**src/rtl/parking_pkg.sv**
```systemverilog
// Shared types and constants for the parking billing block.
package parking_pkg;

  localparam int          TIME_W     = 8;
  localparam int          MULT_STEPS = 8;
  localparam logic [7:0]  FEE_MAX    = 8'd255;

  localparam logic SLOT_P = 1'b0;
  localparam logic SLOT_Q = 1'b1;

  typedef enum logic [1:0] {
    IDLE = 2'd0,
    CALC = 2'd1,
    DONE = 2'd2
  } bill_state_e;

  function automatic logic [TIME_W-1:0] sat_fee(input logic [2*TIME_W-1:0] p);
    return (p > {{TIME_W{1'b0}}, FEE_MAX}) ? FEE_MAX : p[TIME_W-1:0];
  endfunction

endpackage

```
**src/rtl/fee_mult.sv**
```systemverilog
// Serial shift-add multiplier: one partial product per clock, eight clocks per operation.
// product/done are combinational so the caller can latch the final sum on the last step's edge.
module fee_mult
  import parking_pkg::*;
(
  input  logic                  clock,
  input  logic                  reset,
  input  logic                  start,
  input  logic [TIME_W-1:0]     a,
  input  logic [TIME_W-1:0]     b,
  output logic                  done,
  output logic [2*TIME_W-1:0]   product
);

  logic                  running;
  logic [2:0]            step;
  logic [2*TIME_W-1:0]   acc;
  logic [2*TIME_W-1:0]   mcand;
  logic [TIME_W-1:0]     mplier;

  assign product = acc + (mplier[0] ? mcand : '0);
  assign done    = running && (step == 3'(MULT_STEPS - 1));

  always_ff @(posedge clock or negedge reset) begin
    if (!reset) begin
      running <= 1'b0;
      step    <= '0;
      acc     <= '0;
      mcand   <= '0;
      mplier  <= '0;
    end else if (start) begin
      running <= 1'b1;
      step    <= '0;
      acc     <= '0;
      mcand   <= {{TIME_W{1'b0}}, a};
      mplier  <= b;
    end else if (running) begin
      acc     <= product;
      mcand   <= mcand << 1;
      mplier  <= mplier >> 1;
      step    <= step + 3'd1;
      running <= !done;
    end
  end

endmodule

```
**src/rtl/parking_billing.sv**
```systemverilog
// Exit billing: fee = min((now - entry) mod 256 * RATE, 255), computed serially over 8 clocks.
// Optional grace window enabled by defining PARKING_BILLING_GRACE_EN.
module parking_billing
  import parking_pkg::*;
#(
  parameter logic [7:0] RATE  = 8'd3,
  parameter logic [7:0] GRACE = 8'd5
) (
  input  logic         clock,
  input  logic         reset,
  input  logic [7:0]   TimeData,
  input  logic [7:0]   data_P,
  input  logic [7:0]   data_Q,
  input  logic         exit_req,
  input  logic         exit_slot,
  output logic [7:0]   fee,
  output logic         fee_valid,
  output logic         busy,
  output logic         error
);

  bill_state_e          state, state_nxt;
  logic [TIME_W-1:0]    entry, duration, fee_nxt;
  logic                 fee_valid_nxt, busy_nxt, error_nxt;
  logic                 accept, mult_start, mult_done;
  logic [2*TIME_W-1:0]  product;

  assign entry      = (exit_slot == SLOT_Q) ? data_Q : data_P;
  assign duration   = TimeData - entry;  // modular: wrap-around handled for free
  assign accept     = (state == IDLE) && exit_req;
  assign mult_start = accept && (entry != '0);

  fee_mult u_mult (
    .clock   (clock),
    .reset   (reset),
    .start   (mult_start),
    .a       (duration),
    .b       (RATE),
    .done    (mult_done),
    .product (product)
  );

`ifdef PARKING_BILLING_GRACE_EN
  logic grace_hit;

  always_ff @(posedge clock or negedge reset) begin
    if (!reset)          grace_hit <= 1'b0;
    else if (mult_start) grace_hit <= (duration <= GRACE);
  end
`endif

  always_comb begin
    state_nxt     = state;
    fee_nxt       = fee;
    fee_valid_nxt = 1'b0;
    busy_nxt      = busy;
    error_nxt     = 1'b0;
    case (state)
      IDLE: begin
        busy_nxt = 1'b0;
        if (accept) begin
          if (entry == '0) begin
            error_nxt = 1'b1;
          end else begin
            state_nxt = CALC;
            busy_nxt  = 1'b1;
          end
        end
      end
      CALC: begin
        busy_nxt = 1'b1;
        if (mult_done) begin
          state_nxt     = DONE;
          fee_valid_nxt = 1'b1;
          fee_nxt       = sat_fee(product);
`ifdef PARKING_BILLING_GRACE_EN
          if (grace_hit) fee_nxt = '0;
`endif
        end
      end
      DONE: begin
        state_nxt = IDLE;
        busy_nxt  = 1'b0;
      end
      default: begin
        state_nxt = IDLE;
        busy_nxt  = 1'b0;
      end
    endcase
  end

  always_ff @(posedge clock or negedge reset) begin
    if (!reset) begin
      state     <= IDLE;
      fee       <= '0;
      fee_valid <= 1'b0;
      busy      <= 1'b0;
      error     <= 1'b0;
    end else begin
      state     <= state_nxt;
      fee       <= fee_nxt;
      fee_valid <= fee_valid_nxt;
      busy      <= busy_nxt;
      error     <= error_nxt;
    end
  end

endmodule

```
**config.mk**
```make
export PLATFORM = sky130hd
export DESIGN_NAME = parking_billing
export DESIGN_NICKNAME = d
export VERILOG_FILES = /design/src/rtl/parking_pkg.sv /design/src/rtl/fee_mult.sv /design/src/rtl/parking_billing.sv
export SDC_FILE = /design/constraint.sdc
export NUM_CORES = 1
export LEC_CHECK = 0
export CORE_MARGIN = 5
export CORE_UTILIZATION = 30
export DETAILED_ROUTE_END_ITERATION = 8
export PLACE_DENSITY_LB_ADDON = 0.3
export SETUP_SLACK_MARGIN = 0.2
export SLEW_MARGIN = 20
export SYNTH_ARGS = -nofsm -noshare
export SYNTH_HDL_FRONTEND = slang
export SYNTH_HIERARCHICAL = 1
export SYNTH_SLANG_ARGS = --single-unit
```
**constraint.sdc**
```tcl
create_clock -name clock -period 10.3 [get_ports clock]
set_clock_uncertainty 0.15 [all_clocks]
set_input_delay 3.09 -clock clock [delete_from_list [all_inputs] [get_ports clock]]
set_output_delay 3.09 -clock clock [all_outputs]
set_load 0.005 [all_outputs]
```
# [Yosys cells after proc, flatten, opt, wreduce, memory -nomap -nowiden]
# Index checks and enable logic that the tools add are counted.
[totals] register_bits=57 inputBits=28 out_inout_bits=11 wordCells=54
[op_classes] n_addsub=3 n_lt_le_gt_ge=1 eq_ne=5 muxes=25 reduce_logical=10
[ops] cell="16-bit 2-to-1 mux" n=5
[ops] cell="8-bit 2-to-1 mux" n=4
[ops] cell="16-bit adder" n=1
[ops] cell="16-bit by 8-bit greater-than comparator with 1-bit output, second input constant" n=1
[ops] cell="1-bit 2-to-1 mux" n=9
[ops] cell="8-bit zero test" n=1
[ops] cell="8-bit nonzero test" n=1
[ops] cell="8-bit subtractor" n=1
[ops] cell="2-bit 2-to-1 mux" n=3
[ops] cell="3-bit 2-to-1 mux" n=2
[ops] cell="2-bit != test, second input constant" n=2
[ops] cell="2-bit one-hot mux with 2 select lines" n=1
[ops] cell="3-bit by 1-bit adder with 3-bit output, second input constant" n=1
[ops] cell="3-bit equality test, second input constant" n=1
[ops] cell="1-bit logical AND" n=3
[ops] cell="3-bit AND reduction" n=1
[ops] cell="2-bit by 1-bit equality test with 1-bit output, second input constant" n=1
[ops] cell="2-bit zero test" n=1
[ops] cell="2-bit by 1-bit != test with 1-bit output, second input constant" n=1
[ops] cell="1-bit one-hot mux with 2 select lines" n=1
[ops] cell="2-bit AND reduction" n=1
[ops] cell="2-bit nonzero test" n=1
[ops] cell="1-bit zero test" n=1

# [Logic depth before layout (Yosys ltp)]
[depth] word_depth=5 depth_mapped=12 depth_no_buf=11

# [Modules after synthesis]
# Netlist, hierarchy kept.
[by_module_without_submodules] module="fee_mult" instances=1 cells_per_inst=304 area_each_um2=2839.0 seq_area_each_um2=1101.1
[by_module_without_submodules] module="parking_billing" instances=1 cells_per_inst=88 area_each_um2=920.9 seq_area_each_um2=325.3

# [Worst setup path before layout]
# Ideal clock, no wire load.
[synth_timing] kind="input to register" from="in exit_slot" to="reg u_mult.mcand[6]" arrival_time_ns=4.897 t_required_ns=10.067 path_slack_ns=5.171 stages=12 n_path_buf=1 cell_sequence="buf_2 -> mux2_1 -> ha_1 -> inv_1 -> fa_1 -> a21o_1 -> a21oi_1 -> o21bai_1 -> a21oi_1 -> xnor2_1 -> nand2_1 -> o21ai_0"
[synth_between] word_cells_on_any_way=6
[synth_lines] item="start, declared" line_no="parking_billing.sv:15" rtl="input logic exit_slot,"
[synth_lines] item="8-bit 2-to-1 mux" line_no="parking_billing.sv:28" rtl="assign entry = (exit_slot == SLOT_Q) ? data_Q : data_P;"
[synth_lines] item="8-bit subtractor" line_no="parking_billing.sv:29" rtl="assign duration = TimeData - entry;"
[synth_lines] item="via duration[6]" line_no="parking_billing.sv:23" rtl="logic [TIME_W-1:0] entry, duration, fee_nxt;"
[synth_lines] item="16-bit 2-to-1 mux" line_no="fee_mult.sv:31" rtl="end else if (start) begin"
[synth_lines] item="end signal, assigned" line_no="fee_mult.sv:35" rtl="mcand <= {{TIME_W{1'b0}}, a};"
[synth_lines] item="end signal, assigned" line_no="fee_mult.sv:39" rtl="mcand <= mcand << 1;"
[synth_lines] item="end, declared" line_no="fee_mult.sv:18" rtl="logic [2*TIME_W-1:0] mcand;"
# The timed path passes the listed nets, and every way through them passes these cells.
# A chain may end at the register's enable or synchronous reset.

# [Final worst setup path]
[layout_timing] from="in exit_slot" to="reg u_mult.acc[10]"
[layout_between] elab_chain_cells=4 word_cells_on_any_way=5
[layout_rtl] item="8-bit 2-to-1 mux *" line_no="parking_billing.sv:28"
[layout_rtl] item="8-bit nonzero test *" line_no="parking_billing.sv:31" rtl="assign mult_start = accept && (entry != '0);"
[layout_rtl] item="1-bit logical AND *" line_no="parking_billing.sv:31"
[layout_rtl] item="via mult_start" line_no="parking_billing.sv:25" rtl="logic accept, mult_start, mult_done;"
[layout_rtl] item="16-bit 2-to-1 mux or 2-bit nonzero test (tied branches)"
[layout_rtl] item="end signal, assigned" line_no="fee_mult.sv:38" rtl="acc <= product;"
[layout_rtl] item="end, declared" line_no="fee_mult.sv:17" rtl="logic [2*TIME_W-1:0] acc;"
# Mark *: on every way through the listed nets, which the timed path passes. The rest lies on a longest branch.

==> results.json <==
{
  "dr.first_iter.drc_count": 188,
  "numCtsBuffers": 9,
  "async_reset_ff_share_pct": 100,
  "ys.flop_type": "dfrtp_1",
  "r2r-start": "u_mult/mplier[0]",
  "multi_input_area_um2": 2240,
  "postSynthAreaPerCell_um2": 9.59,
  "die_w_um": 122,
  "worst_slew_pin_slew_ps": 731,
  "ant_nets": 0,
  "hold_depth": 1,
  "fin_cells": 600,
  "setup_violations": 0,
  "grt-ovfl-total": 0,
  "place_ws_ps": 4180,
  "p_leak_nw": 2.13,
  "clock_latency_ps": 320,
  "io_pins": 39,
  "grt_max_degree": 64,
  "p_int_mw": 0.738,
  "holdPathEnd": "fee[6]",
  "met3WireLength_um": 336,
  "ctsResizeCount": 0,
  "min_from": "fee[6]",
  "slew_violations": 0,
  "initial_core_util_pct": 30.9,
  "cts.sinks": 57,
  "fin_nets": 481,
  "antenna_found_initial": 0,
  "tritoncts": "built",
  "die_h_um": 122,
  "drive_gt1_share_pct": 6.71,
  "relSlewSlack_pct": 51.3,
  "wl_um": 8220,
  "core_um2": 12200,
  "reg2regPathDepth": 11,
  "ff2ff_setup_slack_ps": 6400,
  "cts-root-buf": "clkbuf_16",
  "area_growth_pct": 22.2,
  "rsz0062_at_grt": "no",
  "fin_crit_ps": 5750,
  "clkTransAtPathRegs_ps": 50,
  "synth-seq-area-share_pct": 37.9,
  "r2r-end": "fee[4]",
  "avgViaCountPerCell": 4.76,
  "finalHoldViolCount": 0,
  "dpl.hpwl_um": 5920,
  "pwr-share-seq_pct": 32.1,
  "remaining_drc_errors": 0,
  "top_signal_layer_used": "met4",
  "pwr_density_cell_nw_per_um2": 254,
  "sw_frac_of_total_pct": 36.7,
  "synth.largest_area_cell": "dfrtp_1",
  "hold_path_class": "flop to flop",
  "gr-usage-all-layers_pct": 12.0,
  "dieArea_um2": 14900,
  "cts_hold_buf": 0,
  "fmax_ghz": 0.174,
  "post_cts.repair.setup_buffers": 0,
  "p_total_mw": 1.16,
  "place.gp.congestion": 0.892,
  "wl_met2_um": 3570,
  "postLayoutCellArea_um2": 4590,
  "met1_length_um": 4230,
  "synth_cells": 392,
  "final_core_util_pct": 37.8,
  "vias": 2855,
  "period_share_pct": 55.9,
  "startpoint_type": "input port",
  "synth-seq-cells": 57,
  "portBuffers": 38,
  "ys_warn_count": 6,
  "worst-path-max-fanout": 63,
  "peakVddDrop_mv": 0.0988,
  "criticalPathCategory": "input port to flop",
  "netlist_area_um2": 3760,
  "antenna_cells": 0,
  "synth_top_cell_area_share_pct": 37.9,
  "synth_edf_count": 0,
  "outcome": "completed",
  "drv_cap": 0,
  "wl_per_cell_um": 13.7,
  "htreeDepth": 3,
  "whs_ps": 351,
  "cts_buffer_depth": 2,
  "arrival_ps": 5860,
  "p_clk_share_pct": 24.8,
  "dp.cells": 584,
  "num_rows": 40,
  "setup_tns_ps": 0,
  "dr.pass1.iters": 4,
  "place_area_um2": 4310,
  "grt_pass1_wl_um": 14500,
  "power.switching_mw": 0.427,
  "fillers": 1228,
  "final-seq-area_um2": 1430,
  "fin_ws_ps": 4550,
  "combinationalPowerShare_pct": 43.1,
  "synth_area_leaders": "dfrtp_1, mux2i_1, ha_1, o21ai_0, nand2_1",
  "required_ps": 10410,
  "grt_pass1_vias": 2938,
  "ys_types": 59,
  "end_kind": "flop"
}
-- state kept, by name, summed over array words and instances (netlist names), 2 cells and up --
| signal | flops |
|---|---|
| u_mult/mcand | 16 |
| u_mult/step | 3 |
| state | 2 |
| u_mult/acc | 16 |
| fee | 8 |
| u_mult/mplier | 8 |
-- final cells by class --
class	instances	area share (%)
clock inverter	5	1.23
multi-input combinational	309	48.7
clock buffer	11	5.07
inverter	9	0.735
timing repair buffer	41	8.66
tap	168	4.58
sequential	57	31.1
-- how the worst max path moves through the flow --
stage	start	to	slack, ps	cells past startpoint
after floorplan	exit_slot	u_mult/mcand[6]	5170	12
after global routing	exit_slot	u_mult/acc[12]	4300	10
after global placement	exit_slot	u_mult/acc[10]	4280	9
final	exit_slot	u_mult/acc[10]	4550	9
after CTS	exit_slot	u_mult/acc[10]	4530	9
after detailed placement	exit_slot	u_mult/acc[9]	4180	10
-- cell usage in the layout, fill, tap and decap left out, drive strengths merged, types with 3 or more instances in the layout --
cell,Yosys,final
xnor2,12,12
nor2b,6,6
mux2i,37,37
and2,17,17
clkinv,0,3
o31ai,3,3
nor4,3,3
nor3,5,5
o211ai,3,3
nor2,30,30
o21ai,26,26
a21o,5,5
nand4,3,3
clkbuf,18,11
conb,2,8
a221o,3,3
a21oi,17,17
nand3,6,6
nand2,34,34
clkdlybuf4s50,0,37
buf,5,4
nand2b,5,5
o2111ai,3,3
dfrtp,57,57
o22a,8,8
nor3b,5,5
inv,9,9
ha,24,24
a31oi,3,3
xor2,9,9
nand3b,3,3
o21a,4,4
-- metal layers --
layer	up-vias	GRT usage [%]
li1	1472	-
met1	1320	16.8
met2	55	18.3
met3	8	2.92
met4	0	3.36
met5	-	0
-- power by group through the flow --
stage	sequential, mW	combinational (mW)	clock (mW)
after floorplan	0.358	0.387	0
after global placement	0.374	0.494	0
final	0.373	0.502	0.289
after CTS	0.375	0.509	0.298
after detailed placement	0.377	0.506	0
after global routing	0.387	0.568	0.309
-- cells in the mapped netlist, types with 5 or more instances --
cell type,n
nor2_1,30
nand2b_1,5
xor2_1,9
o21ai_0,26
ha_1,24
nand2_1,34
o22a_1,8
dfrtp_1,57
a21o_1,5
nor2b_1,6
and2_1,16
nor3_1,5
inv_1,8
a21oi_1,17
xnor2_1,12
nand3_1,5
mux2i_1,37
clkbuf_1,18
-- cells by family (layout without fill, tap and decap cells) --
family                     Yosys count  count (layout)  synth area share [%]
buffers and inverters               32              66                  3.33
and+or+nand+nor                    128             128                  18.1
DFF                                 57              57                  37.9
adders and majority gates           26              26                  9.05
muxes                               38              38                  10.1
xor gates and xnor gates            21              21                  4.89
AOI/OAI and AO/OA                   88              88                  16.3
other                                2               8                 0.200
-- critical path: stages --
cell and delay (ps):
clkdlybuf4s50_1 800, or4b_1 480, o22ai_1 160, nand2_1 100, nand2_1 130, nor3_2 40, buf_4 320, nor2_1 500
a221o_1 240
(Power assumes the default switching activity.)
